$ cat config.mk
export PLATFORM = sky130hd
export DESIGN_NAME = sub_serial
export DESIGN_NICKNAME = d
export VERILOG_FILES = /design/src/rtl/arith_pkg.sv /design/src/rtl/sub_serial_full_subtractor.sv /design/src/rtl/sub_serial.sv
export SDC_FILE = /design/constraint.sdc
export NUM_CORES = 1
export LEC_CHECK = 0
export BUFFER_PORTS_ARGS = -buffer_cell sky130_fd_sc_hd__buf_2
export CAP_MARGIN = 20
export CORE_MARGIN = 8
export CORE_UTILIZATION = 38
export CTS_CLUSTER_SIZE = 10
export DETAILED_ROUTE_END_ITERATION = 12
export HOLD_SLACK_MARGIN = 0.06
export MAX_ROUTING_LAYER = met4
export SYNTH_ARGS = -nofsm -noshare
export SYNTH_HDL_FRONTEND = slang
export SYNTH_SLANG_ARGS = --single-unit
$ cat constraint.sdc
create_clock -name CLK -period 1.6 [get_ports CLK]
set_input_delay 0.24 -clock CLK [delete_from_list [all_inputs] [get_ports CLK]]
set_output_delay 0.24 -clock CLK [all_outputs]
set_load 0.005 [all_outputs]
$ cat src/rtl/arith_pkg.sv
// Shared arithmetic-block definitions: FSM encoding for the bit-serial subtractor.
package arith_pkg;
  localparam int ST_W = 2;

  typedef enum logic [ST_W-1:0] {
    IDLE  = 2'd0,
    SHIFT = 2'd1,
    DONE  = 2'd2
  } sub_state_t;
endpackage

$ cat src/rtl/sub_serial_full_subtractor.sv
// One-bit full subtractor: D = A - B - Bin, with borrow out. Dual of the full-adder cell.
module full_subtractor (
  input  logic A,
  input  logic B,
  input  logic Bin,
  output logic D,
  output logic Bout
);
  assign D    = A ^ B ^ Bin;
  assign Bout = (~A & B) | (~(A ^ B) & Bin);
endmodule

$ cat src/rtl/sub_serial.sv
// Bit-serial subtractor: D = A - B - Bin over WIDTH clocks, LSB first, start/busy/done handshake.
module sub_serial
  import arith_pkg::*;
#(
  parameter  int WIDTH = 4,
  localparam int CW    = $clog2(WIDTH + 1)
) (
  input  logic             CLK,
  input  logic             RST_N,
  input  logic             Start,
  input  logic [WIDTH-1:0] A,
  input  logic [WIDTH-1:0] B,
  input  logic             Bin,
  output logic             Busy,
  output logic             Done,
  output logic [WIDTH-1:0] D,
  output logic             Bout,
  output logic             Zero
);
  sub_state_t       state_q, state_d;
  logic [WIDTH-1:0] opa_q, opa_d, opb_q, opb_d, acc_q, acc_d;
  logic [WIDTH-1:0] dres_q, dres_d;
  logic [CW-1:0]    cnt_q, cnt_d;
  logic             br_q, br_d, bout_q, bout_d, zero_q, zero_d;
  logic             fs_d, fs_bout, load, last;
  logic [WIDTH-1:0] acc_nxt;

  full_subtractor u_fs (
    .A    (opa_q[0]),
    .B    (opb_q[0]),
    .Bin  (br_q),
    .D    (fs_d),
    .Bout (fs_bout)
  );

  // Difference bits enter at the MSB so the LSB lands at bit 0 after WIDTH shifts.
  assign acc_nxt = {fs_d, acc_q[WIDTH-1:1]};
  assign load    = Start && (state_q == IDLE || state_q == DONE);
  assign last    = (cnt_q == CW'(WIDTH - 1));

  always_ff @(posedge CLK) begin
    if (!RST_N) begin
      state_q <= IDLE;
      opa_q   <= '0;
      opb_q   <= '0;
      acc_q   <= '0;
      cnt_q   <= '0;
      br_q    <= 1'b0;
      dres_q  <= '0;
      bout_q  <= 1'b0;
      zero_q  <= 1'b0;
    end else begin
      state_q <= state_d;
      opa_q   <= opa_d;
      opb_q   <= opb_d;
      acc_q   <= acc_d;
      cnt_q   <= cnt_d;
      br_q    <= br_d;
      dres_q  <= dres_d;
      bout_q  <= bout_d;
      zero_q  <= zero_d;
    end
  end

  always_comb begin
    state_d = state_q;
    opa_d   = opa_q;
    opb_d   = opb_q;
    acc_d   = acc_q;
    cnt_d   = cnt_q;
    br_d    = br_q;
    dres_d  = dres_q;
    bout_d  = bout_q;
    zero_d  = zero_q;
    case (state_q)
      IDLE, DONE: begin
        state_d = IDLE;
        if (load) begin
          state_d = SHIFT;
          opa_d   = A;
          opb_d   = B;
          br_d    = Bin;
          cnt_d   = '0;
          acc_d   = '0;
        end
      end
      SHIFT: begin
        opa_d = opa_q >> 1;
        opb_d = opb_q >> 1;
        br_d  = fs_bout;
        acc_d = acc_nxt;
        cnt_d = cnt_q + CW'(1);
        if (last) begin
          state_d = DONE;
          dres_d  = acc_nxt;
          bout_d  = fs_bout;
          zero_d  = (acc_nxt == '0);
        end
      end
      default: state_d = IDLE;
    endcase
  end

  assign Busy = (state_q == SHIFT);
  assign Done = (state_q == DONE);
  assign D    = dres_q;
  assign Bout = bout_q;
  assign Zero = zero_q;
endmodule
==> results.md <==
- Avg Synthesized Cell Area: between 9 and 10 um^2
- WL final: just under 2 mm
- # rows: 18
- Maximum VDD drop: between 0.5 and 0.6 mV
- Netlist cell types: 25
- Synth Net Count: around 130
- Total gr overflow: 0
- Fmax: around 680 MHz
- Number of synthesized register bits: 23
- Tmin final: 1.47 ns
- Setup crit start kind: flip-flop
- CTS Buf Count: 3
- Critical Path End Type: primary output
- Ratio of final minimum period to clock period: between 90% and 100%
- Htree depth: 1
- Final Hold Slack: roughly 0.16 ns
- IO buf count: 19
- Per-cell routed wire length: between 10 and 15 um
- Synthesized instance count: between 100 and 150
- CP required: 1.36 ns
- P_leak: a little under 0.5 nW
- Main synth FF type: dfxtp_1
- Area contributors post-synth: dfxtp_1 46%, nand2_1 7.1%, a21oi_1 5.0%
- Core area: roughly 2500 um^2
- Largest net degree at the start of global routing: 17
- Vias in the first global route: around 760
- I/O pins: 20
- Post-Route Utilization: about 45%
- Cell taking the most area after synthesis: dfxtp_1
- Placer Congestion: around 0.73
- Setup tns final: 0 ns
- Most common cell in the netlist: dfxtp_1
- Post-synth EDFFs: 0
- Clock Sinks: 23
- Most frequent cells after synthesis: 23 x dfxtp_1, 19 x nand2_1, 10 x a21oi_1, 10 x nand3_1
- Via count: 798
- ANT cells: 0
- RSZ-0062 raised after global routing: no
- CTS Buffer Depth: 2
- Post-Syn Area: 1000 um^2
- Global-route wire length before repair: between 3 and 4 mm
- Clk Latency, worst-skew pair: 0.31 ns
- Clock transition at the registers of the reported paths: around 0.13 ns
- Arr. time, crit path: ~1.2 ns
- Post-place setup slack: a little over 0.2 ns
- DRT iter0 DRCs: 28
- Remaining routing DRC violations: 0
- Total Power: 1.03 mW
- Final Hold Violating Endpoints: 0
- Initial core utilization: between 40% and 50%
- Vias/cell: 4.96
- Die Span X: 67.4 um
- Pre-antenna DRT Iters: 4
- Post-synth top area share: between 40% and 50%
- Final WS setup: 0.135 ns
- Ys async rst share: 0%
- Crit path max fanout: 10
- Post-layout net count: 147
- Clock root buffer: clkbuf_4
- Worst-Margin Slew: around 0.24 ns
- CTS tree: done
- Total setup buffers inserted after CTS: 0
- Status: completed
- Count of non-filler cells in the finished layout: about 160
- Die height: slightly below 70 um
- Die ar.: around 4500 um^2
- Setup Skew: 0.0127 ns
- Worst hold-check path type: input pin to flip-flop
- All-Layer GR Usage: between 9 and 10%
- Max_slew headroom: around 84%
- Layout Area Growth over Synthesis: 11.8%
- Layout cell share with drive strength beyond 1: around a quarter
- Antenna viol nets, final: 0
- Setup violators final: 0
- Final slew viol count: 0
- Design area: between 1000 and 1500 um^2
- Initial antenna violation count: 0
- Critical path type: flip-flop to primary output
- # Max-Cap Violations: 0
- DP Area: between 1000 and 1500 um^2
- Placed insts: ~160
- Hpwl dp: ~1.5 mm
- Yosys warning count: 0
- Cell area power density: about 910 nW/um^2
- Sequential area share after synthesis: a little under half
==> placed cells by master (no fill, tap or decap) <==
cell type / n
a21oi_1: 10
a21oi_2: 1
a2bb2oi_1: 1
a311oi_2: 1
a31oi_1: 6
and2b_2: 2
buf_2: 19
buf_4: 4
clkbuf_4: 3
clkinv_1: 1
clkinv_2: 1
clkinv_4: 1
dfxtp_1: 23
fa_1: 1
ha_1: 2
inv_1: 3
mux2i_1: 4
nand2_1: 19
nand2b_1: 3
nand2b_2: 1
nand3_1: 10
nand3b_2: 1
nor2_1: 6
nor4_1: 1
o21a_1: 1
o21ai_0: 6
==> state kept, by name, indices dropped and copies added (netlist names) <==
signal	count
D	4
state_q	2
Zero	1
opb_q	4
cnt_q	3
br_q	1
Bout	1
acc_q	3
opa_q	4
==> logic make-up (layout without fill, tap and decap cells) <==
family / Yosys count / in the layout / share of synthesized area [%]
adder cells (fa/ha/maj): 3 / 3 / 4.48
AND/OR/NAND/NOR: 43 / 43 / 20.3
AO/OA/AOI/OAI: 26 / 26 / 15.7
buffers and inverters: 12 / 32 / 9.71
multiplexers: 4 / 4 / 3.99
flip-flops: 23 / 23 / 45.8
==> metal layers <==
metal / GRT usage (%) / part of all wire, %
met1: 10.5 / 46
met4: 2.35 / 0.77
met2: 16.2 / 48
met3: 3.64 / 5.2
met5: - / 0
==> worst max-delay path, cell delays in order (launching register included) <==
cell	delay (ns)
dfxtp_1	0.36
nand2b_2	0.26
clkinv_4	0.14
buf_2	0.15
==> worst paths after layout <==
check	start	to	slack, ns	cells past startpoint
max	state_q[1]$_SDFFE_PN0P_	Busy	0.13	3
min	A[3]	opa_q[3]$_SDFFE_PN0P_	0.16	3
max reg2reg	opb_q[0]$_SDFFE_PN0P_	Zero$_SDFFE_PN0P_	0.18	5
min reg2reg	Zero$_SDFFE_PN0P_	Zero$_SDFFE_PN0P_	0.46	2
==> area by class of cell <==
type	count	area, um^2
Fill cell	264	1380
Clock buffer	3	22.5
Multi-Input combinational cell	76	449
Inverter	5	23.8
Sequential cell	23	460
Tap cell	30	37.5
Timing Repair Buffer	23	125
Clock inverter	1	5.00
==> power breakdown <==
group / switching (mW) / total (mW) / internal [mW] / leakage, nW
combinational: 0.0827 / 0.145 / 0.0621 / 0.277
clock: 0.171 / 0.264 / 0.0933 / 0.0177
sequential: 0.0172 / 0.618 / 0.600 / 0.188
total: 0.271 / 1.03 / 0.756 / 0.482
==> timing repair <==
item / in CTS / in global routing
resized for setup: 1 / 0
hold buffers: 0 / 0
endpoints found under the setup margin: 1 / 0
Power figures use the tool's default switching activity.
